**src/rtl/disp_timing_pkg.sv**
```systemverilog
// Shared timing constants and line-FSM encoding for the display timing generator.
// Consumers use these defaults when no parameter override is supplied.
package disp_timing_pkg;

    localparam int CNT_W       = 10;

    localparam int H_TOTAL     = 800;
    localparam int V_TOTAL     = 525;
    localparam int H_SYNC_W    = 96;
    localparam int V_SYNC_W    = 2;
    localparam int H_ACT_START = 144;
    localparam int H_ACT_END   = 783;
    localparam int V_ACT_START = 35;
    localparam int V_ACT_END   = 514;

    typedef enum logic {
        BLANK_LINE  = 1'b0,
        ACTIVE_LINE = 1'b1
    } line_state_t;

endpackage

```
**src/rtl/pixel_clk_div.sv**
```systemverilog
// Pixel-rate strobe source. With DISP_TIMING_PIXEL_DIV_EN defined a 2-bit divider
// yields one strobe every 4 clks; otherwise every clk is a pixel clock.
module pixel_clk_div (
    input  logic clk,
    input  logic rst,
    output logic pix_en
);

`ifdef DISP_TIMING_PIXEL_DIV_EN
    logic [1:0] div;

    always_ff @(posedge clk or negedge rst) begin
        if (!rst) begin
            div <= 2'd0;
        end else begin
            div <= div + 2'd1;
        end
    end

    // Strobe on the last divider phase so the first advance lands on the 4th edge.
    assign pix_en = (div == 2'd3);
`else
    logic unused_clk;
    assign unused_clk = clk;

    // Held low only while reset is asserted; constant high otherwise.
    assign pix_en = rst;
`endif

endmodule

```
**src/rtl/display_timing_gen.sv**
```systemverilog
// Raster timing generator: pixel/line counters, sync and visible-window decode,
// frame tick. Build with DISP_TIMING_PIXEL_DIV_EN for a divided (clk/4) pixel rate.
module display_timing_gen #(
    parameter int H_TOTAL     = disp_timing_pkg::H_TOTAL,
    parameter int V_TOTAL     = disp_timing_pkg::V_TOTAL,
    parameter int H_SYNC_W    = disp_timing_pkg::H_SYNC_W,
    parameter int V_SYNC_W    = disp_timing_pkg::V_SYNC_W,
    parameter int H_ACT_START = disp_timing_pkg::H_ACT_START,
    parameter int H_ACT_END   = disp_timing_pkg::H_ACT_END,
    parameter int V_ACT_START = disp_timing_pkg::V_ACT_START,
    parameter int V_ACT_END   = disp_timing_pkg::V_ACT_END
) (
    input  logic       clk,
    input  logic       rst,
    output logic [9:0] hCount,
    output logic [9:0] vCount,
    output logic       bright,
    output logic       hSync,
    output logic       vSync,
    output logic       pix_en,
    output logic       frame_tick
);

    import disp_timing_pkg::*;

    localparam logic [CNT_W-1:0] H_LAST   = CNT_W'(H_TOTAL - 1);
    localparam logic [CNT_W-1:0] V_LAST   = CNT_W'(V_TOTAL - 1);
    localparam logic [CNT_W-1:0] HS_W     = CNT_W'(H_SYNC_W);
    localparam logic [CNT_W-1:0] VS_W     = CNT_W'(V_SYNC_W);
    localparam logic [CNT_W-1:0] HA_START = CNT_W'(H_ACT_START);
    localparam logic [CNT_W-1:0] HA_END   = CNT_W'(H_ACT_END);
    localparam logic [CNT_W-1:0] VA_START = CNT_W'(V_ACT_START);
    localparam logic [CNT_W-1:0] VA_END   = CNT_W'(V_ACT_END);
    // First blank line after the window, folded back to 0 if the window ends on the last line.
    localparam logic [CNT_W-1:0] VB_START = CNT_W'((V_ACT_END + 1) % V_TOTAL);

    line_state_t      state;
    line_state_t      state_next;
    logic             h_wrap;
    logic [CNT_W-1:0] v_next;

    pixel_clk_div u_div (
        .clk    (clk),
        .rst    (rst),
        .pix_en (pix_en)
    );

    assign h_wrap = pix_en && (hCount == H_LAST);
    assign v_next = (vCount == V_LAST) ? '0 : vCount + 1'b1;

    always_ff @(posedge clk or negedge rst) begin
        if (!rst) begin
            hCount <= '0;
            vCount <= '0;
        end else if (pix_en) begin
            if (hCount == H_LAST) begin
                hCount <= '0;
                vCount <= v_next;
            end else begin
                hCount <= hCount + 1'b1;
            end
        end
    end

    always_ff @(posedge clk or negedge rst) begin
        if (!rst) begin
            frame_tick <= 1'b0;
        end else begin
            frame_tick <= h_wrap && (vCount == V_LAST);
        end
    end

    always_ff @(posedge clk or negedge rst) begin
        if (!rst) begin
            state <= BLANK_LINE;
        end else begin
            state <= state_next;
        end
    end

    // Vertical region changes only at a line wrap; entering the window wins a tie.
    always_comb begin
        state_next = state;
        if (h_wrap) begin
            if (v_next == VA_START) begin
                state_next = ACTIVE_LINE;
            end else if (v_next == VB_START) begin
                state_next = BLANK_LINE;
            end
        end
    end

    always_comb begin
        hSync  = !(hCount < HS_W);
        vSync  = !(vCount < VS_W);
        bright = 1'b0;
        if ((state == ACTIVE_LINE) &&
            (hCount >= HA_START) && (hCount <= HA_END) &&
            (vCount >= VA_START) && (vCount <= VA_END)) begin
            bright = 1'b1;
        end
    end

endmodule
```
**config.mk**
```make
export PLATFORM = sky130hd
export DESIGN_NAME = display_timing_gen
export DESIGN_NICKNAME = d
export VERILOG_FILES = /design/src/rtl/disp_timing_pkg.sv /design/src/rtl/pixel_clk_div.sv /design/src/rtl/display_timing_gen.sv
export SDC_FILE = /design/constraint.sdc
export NUM_CORES = 1
export LEC_CHECK = 0
export ABC_AREA = 0
export CAP_MARGIN = 25
export CORE_AREA = 2 2 49 74
export DETAILED_ROUTE_END_ITERATION = 8
export DIE_AREA = 0 0 51 76
export PLACE_DENSITY = 0.74
export SLEW_MARGIN = 0
export SYNTH_ARGS = -nofsm -noshare
export SYNTH_HDL_FRONTEND = slang
export SYNTH_HIERARCHICAL = 1
export SYNTH_SLANG_ARGS = --single-unit
```
**constraint.sdc**
```tcl
create_clock -name clk -period 1.8 [get_ports clk]
set_input_delay 0.45 -clock clk [delete_from_list [all_inputs] [get_ports clk]]
set_output_delay 0.45 -clock clk [all_outputs]
set_load 0.05 [all_outputs]
```
Word-level counts from Yosys, hierarchy flattened:

Index checks and enable logic that the tools add are counted.

* flip-flop bits (word level): 22
* input port bits: 2
* output and inout bits: 25
* word-level logic and storage cells: 32

* add/subtract/negate cells: 2
* magnitude comparators: 6
* equal/unequal tests: 4
* multiplexer cells: 5
* reductions and logical operators: 11

Operators with widths (number)
* $eq A10 B10 Y1 const B: 3
* $add A10 B1 Y10 const B: 2
* $le A10 B10 Y1 const B: 2
* $mux W10: 2
* $eq A10 B6 Y1 const B: 1
* $ge A10 B6 Y1 const B: 1
* $ge A10 B8 Y1 const B: 1
* $lt A10 B2 Y1 const B: 1
* $lt A10 B7 Y1 const B: 1
* $logic_and A1 B1 Y1: 6
* $reduce_and A2 Y1: 2
* $mux W1: 3
* $logic_not A1 Y1: 2
* $reduce_bool A2 Y1: 1

Depth between registers and ports, before layout:

Gate-level depths: netlist (run 1).

* depth in word-level cells: 6
* mapped depth: 8

By module:

The synthesis (run 1) kept the hierarchy.

Modules (own cells, without submodules)
* display_timing_gen: instances 1, cells an instance 159, area each 1465.2 sq um, seq. area each 550.5 sq um
* pixel_clk_div: instances 1, cells an instance 1, area each 7.5 sq um, seq. area each 0.0 sq um

Worst setup path before layout (run 1):

OpenSTA, ideal clock, no wires.

* path type: reg-to-output
* from: register hCount[6]
* to: output port bright
* data arrival time: 2197 ps
* data required time: 1350 ps
* slack: -847 ps
* cell stages (with the launch flop): 6
* buffers on the path: 1
* path through: dfrtp_1 buf_4 or4_1 nand3_1 o311ai_0 nor2_1

* longest elaborated chain between the ends: 6
* elaborated cells on any way between the ends: 7
* those cells by class: 2 x order compare; 1 x mux; 4 x reduce/logical

Ends and longest elaborated chain
* start: declaration: RTL line display_timing_gen.sv:15 `output logic [9:0] hCount,`
* start signal: assignment: RTL line display_timing_gen.sv:60 `hCount <= hCount + 1'b1;`
* $ge A10 B8 Y1: RTL line display_timing_gen.sv:98 `(hCount >= HA_START) && (hCount <= HA_END) &&`
* $logic_and A1 B1 Y1: RTL line display_timing_gen.sv:97 `if ((state == ACTIVE_LINE) &&`
* $logic_and A1 B1 Y1 * (2 in series): RTL line display_timing_gen.sv:98
* $logic_and A1 B1 Y1 *: RTL line display_timing_gen.sv:99 `(vCount >= VA_START) && (vCount <= VA_END)) begin`
* $mux W1 *: RTL line display_timing_gen.sv:97
* end: declaration: RTL line display_timing_gen.sv:17 `output logic bright,`

Every way passes the cells marked *; elsewhere a longest branch is shown, timed or not.

Worst setup path after layout (run 1):

* from: register hCount[7]
* to: output port bright

Same word-level chain as after synthesis.

==> flow_summary.yaml, run 1 <==
power:
  ir_worst_vdd_v: 0.0006320
  p_leak_nw: 1.059
  power.density_mw_per_mm2: 638.9
floorplan:
  die-area_mm2: 0.003876
  die_h_um: 76
  start_util_pct: 44.82
  die_x_um: 51
  pin_count: 27
  coreArea_mm2: 0.003286
  rows: 26
grt:
  track_usage_pct: 25.19
  grt_pass1_wl_um: 7479
  antenna_found_initial: 0
  overflow: 0
  grt_max_degree: 18
  grt_pass1_vias: 1593
clock_network:
  cts_max_path_buffers: 2
  clkSlewWorstSetupHoldPaths_ns: 0.08
  htree_levels: 1
  cts_tree: "yes"
  cts_root_buffer: "clkbuf_8"
  insertion_delay_ns: 0.27
  ctsHoldBuffers: 0
  clock-sinks: 22
  cts_made_buffers: 3
detailed_routing:
  routed_via_density: 5.857
  post-route-drc-count: 0
  vias: 1517
  wl_um: 4453
  ant_nets: 0
  drt_pass1_iterations: 4
  drt_iter0_drc: 95
  wl_per_cell_um: 17.19
synth:
  synth_top_area_share_pct: 37.38
  yosys_register_bits: 22
  syn_inst: 160
  synth_edf_count: 0
  yosysSeqAreaShare_pct: 37.38
  syn_nets: 168
  synth-main-ff-cell: "dfrtp_1"
  syn_area_mm2: 0.001473
  synth_area_leaders: "dfrtp_1 37%, ha_1 5.1%, nand2_1 4.6%"
  yosysMostFrequentCell: "dfrtp_1"
  synth_top_cell_by_area: "dfrtp_1"
  avgSynthCellArea_um2: 9.204
  synthTopCellsByCount: "22 x dfrtp_1, 18 x nand2_1, 13 x o21ai_0"
  synthArstFlopShare_pct: 100.0
  yosys_warnings: 6
  yosys.cell_types.count: 45
placed_design:
  dpl.cell_count: 252
  dpl.hpwl_um: 3365
  place_congestion: 0.8558
  post-place-ws_ns: -0.2854
  io_buffers: 26
timing:
  relSlewSlack_pct: 74.60
  hold_viol: 0
  clock-skew-final_ns: 0.005472
  fmax_mhz: 472.6
  rsz0062_at_grt: "yes"
  finalSetupViolCount: 4
  tightest_slew_ns: 0.3810
  final_max_slew_viol_count: 0
  setup-tns-final_ns: -0.6871
  period_share_pct: 117.6
  fin_crit_ns: 2.116
  fin_ws_ns: -0.3161
final_layout:
  nFillCells: 238
  final_core_util_pct: 71.74
  antennaDiodeCount: 0
  nNetsFinal: 226
  fin_cells: 259
  area_growth_syn_to_layout_pct: 60.07
  drive_gt1_share_pct: 48.85
worst_setup_path:
  cp.required_ns: 1.35
  cp_max_fo: 2
  crit_type: "reg2out"
  r2r_slack_ns: -0.07
  crit_end: "bright"
  critPathLaunch: "hCount[7]"
  r2r-end: "state"
  startpoint_type: "register"
  worstPathArrival_ns: 1.67
  rr_worst_depth: 7
  crit_path_end_kind: "primary output"
  rr_startpoint: "vCount[0]"
outcome:
  failed_checks: "negative setup slack"
  status: "finished with violations"
flow_run:
  drv_cap: 0
worst_hold_path:
  hold_class: "in2async"
## stage by stage
stage                     power [mW]  hold WS, ns  cell area, µm²
after floorplan               0.9490       0.1544            1575
after global placement         1.160       0.5230            2213
after detailed placement       1.172       0.5245            2213
after CTS                      1.504       0.5183            2292
after global routing           1.555       0.1428            2357
final                          1.506       0.1360            2357
## where the power goes
group	internal [mW]	total [mW]	switching (mW)
sequential	0.554	0.635	0.0814
combinational	0.211	0.546	0.336
clock	0.158	0.324	0.166
total	0.923	1.51	0.583
## flip-flops by register name, indices dropped and copies added, names as in the netlist
signal and count:
hCount 10, state 1, frame_tick 1, vCount 10
## final cells by class
cell class | count | area [µm²] | area share (%)
flip-flops and latches | 22 | 569.3 | 24.15
clock buffers | 4 | 45.04 | 1.911
repair buffers | 63 | 738.2 | 31.32
well taps | 42 | 52.55 | 2.229
multi-input cells | 121 | 925.9 | 39.28
inverters | 7 | 26.28 | 1.115
## how the worst min path moves through the flow
stage / cells after the start / from / end / slack [ns]
global route: 2 / rst / hCount[2] / 0.14
floorplan: 0 / rst / frame_tick / 0.15
global placement: 1 / hCount[2] / hCount[2] / 0.52
detailed placement: 1 / hCount[2] / hCount[2] / 0.52
finish: 2 / rst / hCount[2] / 0.14
CTS: 2 / rst / hCount[3] / 0.52
## worst max-delay path: stages (launching register included)
cell and delay (ns):
dfrtp_1 0.39, or4_4 0.54, nand3_2 0.10, o311ai_4 0.10
nor2_4 0.12, buf_12 0.14
## layout by cell type (no fill, tap or decap), types with 2 or more instances in the layout
cell / instances
a21oi_1: 4
o21ai_1: 5
nand3_1: 6
nand3_2: 2
ha_1: 4
buf_6: 2
xor2_1: 4
nand2_2: 3
a21oi_2: 2
nand4_1: 7
and3_1: 5
nor3_2: 2
dfrtp_2: 15
inv_1: 6
o21ai_0: 8
buf_4: 39
buf_12: 19
xnor2_1: 6
nor4_4: 2
nor3_1: 5
or3_1: 2
clkbuf_8: 3
nor2_1: 4
dfrtp_1: 7
nand2_1: 16
buf_8: 2
o31ai_1: 4
o22ai_1: 2
## cells by family (layout without fill, tap and decap cells)
family                   after synthesis  after routing  share of synthesized area, %
AO/OA/AOI/OAI                         36             36                         16.14
adder cells (fa/ha/maj)                6              6                         5.098
flip-flops                            22             22                         37.38
AND/OR/NAND/NOR                       68             68                         28.38
buffers and inverters                 17             74                         6.287
multiplexers                           1              1                        0.7646
XOR/XNOR                              10             10                         5.947
## per-layer routing
layer / vias up / global-route usage [%] / share of wire [%]
met1: 722 / 25.61 / 33
met2: 78 / 46.49 / 56
met3: 23 / 2.353 / 5.1
met4: 0 / 15.95 / 5.5
li1: 694 / - / -
met5: - / 0 / 0
## repair_timing
action                     in CTS  in global routing
buffers inserted                0                  5
setup endpoints to repair       5                 13
pin swaps                       5                  3
gates resized for setup        10                 15
hold endpoints to repair        0                  0
gates cloned                    0                  0
(Power assumes the default switching activity.)
==> inputs of run 2 (changes only) <==
--- a/config.mk
+++ b/config.mk
@@ -8,6 +8,7 @@
 export ABC_AREA = 0
 export CAP_MARGIN = 25
 export CORE_AREA = 2 2 49 74
+export CTS_CLUSTER_SIZE = 28
 export DETAILED_ROUTE_END_ITERATION = 8
 export DIE_AREA = 0 0 51 76
 export PLACE_DENSITY = 0.74
==> results of run 2 <==
Same layout as run 1: the final DEF is identical, and so are final timing and power.
==> inputs of run 3 (changes only) <==
--- a/config.mk
+++ b/config.mk
@@ -7,10 +7,10 @@
 export LEC_CHECK = 0
 export ABC_AREA = 0
 export CAP_MARGIN = 25
-export CORE_AREA = 2 2 49 74
+export CORE_AREA = 4 4 51 76
 export CTS_CLUSTER_SIZE = 28
 export DETAILED_ROUTE_END_ITERATION = 8
-export DIE_AREA = 0 0 51 76
+export DIE_AREA = 0 0 55 80
 export PLACE_DENSITY = 0.74
 export SLEW_MARGIN = 0
 export SYNTH_ARGS = -nofsm -noshare
==> constraint.sdc (replaced) <==
create_clock -name clk -period 1.8 [get_ports clk]
set_input_delay 0.27 -clock clk [delete_from_list [all_inputs] [get_ports clk]]
set_output_delay 0.27 -clock clk [all_outputs]
set_load 0.05 [all_outputs]
==> run 3 against run 2 <==
  * The run still ends with negative setup slack left
  * Flip-flop and latch count did not move
  * Power grew 9.4%
  * Clock power is 45% higher
  * Final cell count fell by 0.77%
  * Combinational power shrank 3%
  * Sequential power is 2% higher
  * Routed wire length increased by 5.5%
  * Via count rose by 2.8%
  * Critical path type unchanged
  * Highest routed layer unchanged
==> flow_summary.yaml, run 3 (synthesis results as in run 1) <==
grt:
  grt_pass1_vias: 1517
  grt_pass1_wl_um: 7189
  overflow: 0
  track_usage_pct: 22.51
  antenna_found_initial: 0
  grt_max_degree: 30
final_layout:
  nFillCells: 238
  area_growth_syn_to_layout_pct: 51.32
  final_core_util_pct: 70.53
  mostFrequentLayoutCell: "buf_4"
  antennaDiodeCount: 0
  multiInputGateArea_um2: 983.4
  nNetsFinal: 226
  seq_area_um2: 569.3
  fin_cells: 257
  drive_gt1_share_pct: 51.15
  fin_area_mm2: 0.002228
  final_cell_mix: "53 x buf_4, 16 x nand2_1, 15 x dfrtp_2"
  reg_top3: "hCount x10, vCount x10"
floorplan:
  rows: 25
  die-area_mm2: 0.004400
  die_h_um: 80
  coreArea_mm2: 0.003159
  start_util_pct: 46.61
  pin_count: 27
  die_x_um: 55
power:
  p_leak_nw: 1.026
  finalPower_mw: 1.648
  ir_worst_vdd_v: 0.0008062
  power.density_mw_per_mm2: 739.4
worst_setup_path:
  rr_worst_depth: 8
  startpoint_type: "register"
  worstPathArrival_ns: 1.68
  critPathLaunch: "hCount[7]"
  cp.required_ns: 1.53
  crit_path_end_kind: "primary output"
  max_stage_delay_ns: 0.53
  slowest_stage: "or4_4"
  cp_max_fo: 2
  crit_type: "reg2out"
  r2r_slack_ns: 0.04
  r2r-end: "vCount[9]"
  critical_path.cell_chain: "or4_4 -> nand3_2 -> o311ai_4 -> nor2_4 -> buf_12"
  crit_end: "bright"
  rr_startpoint: "vCount[1]"
clock_network:
  cts_made_buffers: 3
  insertion_delay_ns: 0.27
  cts_max_path_buffers: 2
  clkSlewWorstSetupHoldPaths_ns: 0.08
  cts_tree: "yes"
  cts_root_buffer: "clkbuf_8"
  ctsHoldBuffers: 0
  clock-sinks: 22
  htree_levels: 1
timing:
  tightest_slew_ns: 0.4963
  finalSetupViolCount: 2
  fin_crit_ns: 1.948
  setup-tns-final_ns: -0.2514
  fmax_mhz: 513.2
  hold_viol: 0
  period_share_pct: 108.2
  fin_ws_ns: -0.1484
  clock-skew-final_ns: 0.0009049
  rsz0062_at_grt: "yes"
  final_max_slew_viol_count: 0
  relSlewSlack_pct: 66.81
placed_design:
  dpl.hpwl_um: 3023
  dpl.cell_count: 237
  place_area_mm2: 0.001914
  place_congestion: 0.8861
  io_buffers: 26
detailed_routing:
  drt_iter0_drc: 63
  routed_via_density: 6.070
  wl_per_cell_um: 18.28
  wl_um: 4698
  ant_nets: 0
  vias: 1560
  post-route-drc-count: 0
  drt_pass1_iterations: 4
flow_run:
  drv_cap: 0
outcome:
  failed_checks: "negative setup slack"
  status: "finished with violations"
worst_hold_path:
  hold_class: "in2async"
## run 3: cell types whose count changed in the layout (fill, tap and decap cells not counted), moves of 2 or more
cell	change
buf_6	+2
buf_12	-16
clkdlybuf4s50_1	+2
nor3_1	-2
buf_4	+14
nor3_2	+2
o21ai_1	-2
buf_8	-2
o21ai_0	+2
## run 3: metal layers
| layer | wire, µm | GRT usage [%] |
|---|---|---|
| met1 | 1705 | 24.73 |
| met4 | 155 | 11.68 |
| met2 | 2602 | 39.81 |
| met5 | 0 | 0 |
| met3 | 235 | 2.804 |
## run 3: where the power goes
part | total (mW) | internal, mW | switching (mW)
clock | 0.469 | 0.297 | 0.172
sequential | 0.648 | 0.552 | 0.0959
combinational | 0.531 | 0.194 | 0.336
total | 1.65 | 1.04 | 0.604
## run 3: per-stage QoR
step	hold WS, ns	setup slack [ns]
after detailed placement	0.5407	-0.1279
final	0.3563	-0.1484
after CTS	0.3477	-0.1642
after floorplan	-0.02559	-0.1486
after global routing	0.3625	-0.1897
after global placement	0.5451	-0.05672
## run 3: critical path, delay by kind of cell (launching register included)
kind,cells,cell delay [ns]
buffers and inverters,1,0.14
AND/OR/NAND/NOR,3,0.76
flip-flops,1,0.40
AO/OA/AOI/OAI,1,0.10
## run 3: layout make-up
class                      count  area share, %
clock buffer                   3          1.853
clock inverter                 1          1.348
inverter                       7          1.179
multi-input combinational    121          44.13
sequential                    22          25.55
tap                           40          2.246
timing repair buffer          63          23.69
## run 3: how the worst min path moves through the flow
stage	startpoint	end	slack (ns)	cells after the start
after global placement	hCount[2]	hCount[2]	0.55	1
after floorplan	rst	frame_tick	-0.03	0
after detailed placement	hCount[4]	hCount[4]	0.54	1
after CTS	rst	hCount[7]	0.35	2
final	rst	hCount[7]	0.36	2
after global routing	rst	hCount[7]	0.36	2
## run 3: repair_timing
item	CTS	global route
setup endpoints to repair	2	10
gates cloned	0	0
setup buffers	5	11
pin swaps	3	9
resized for setup	7	19
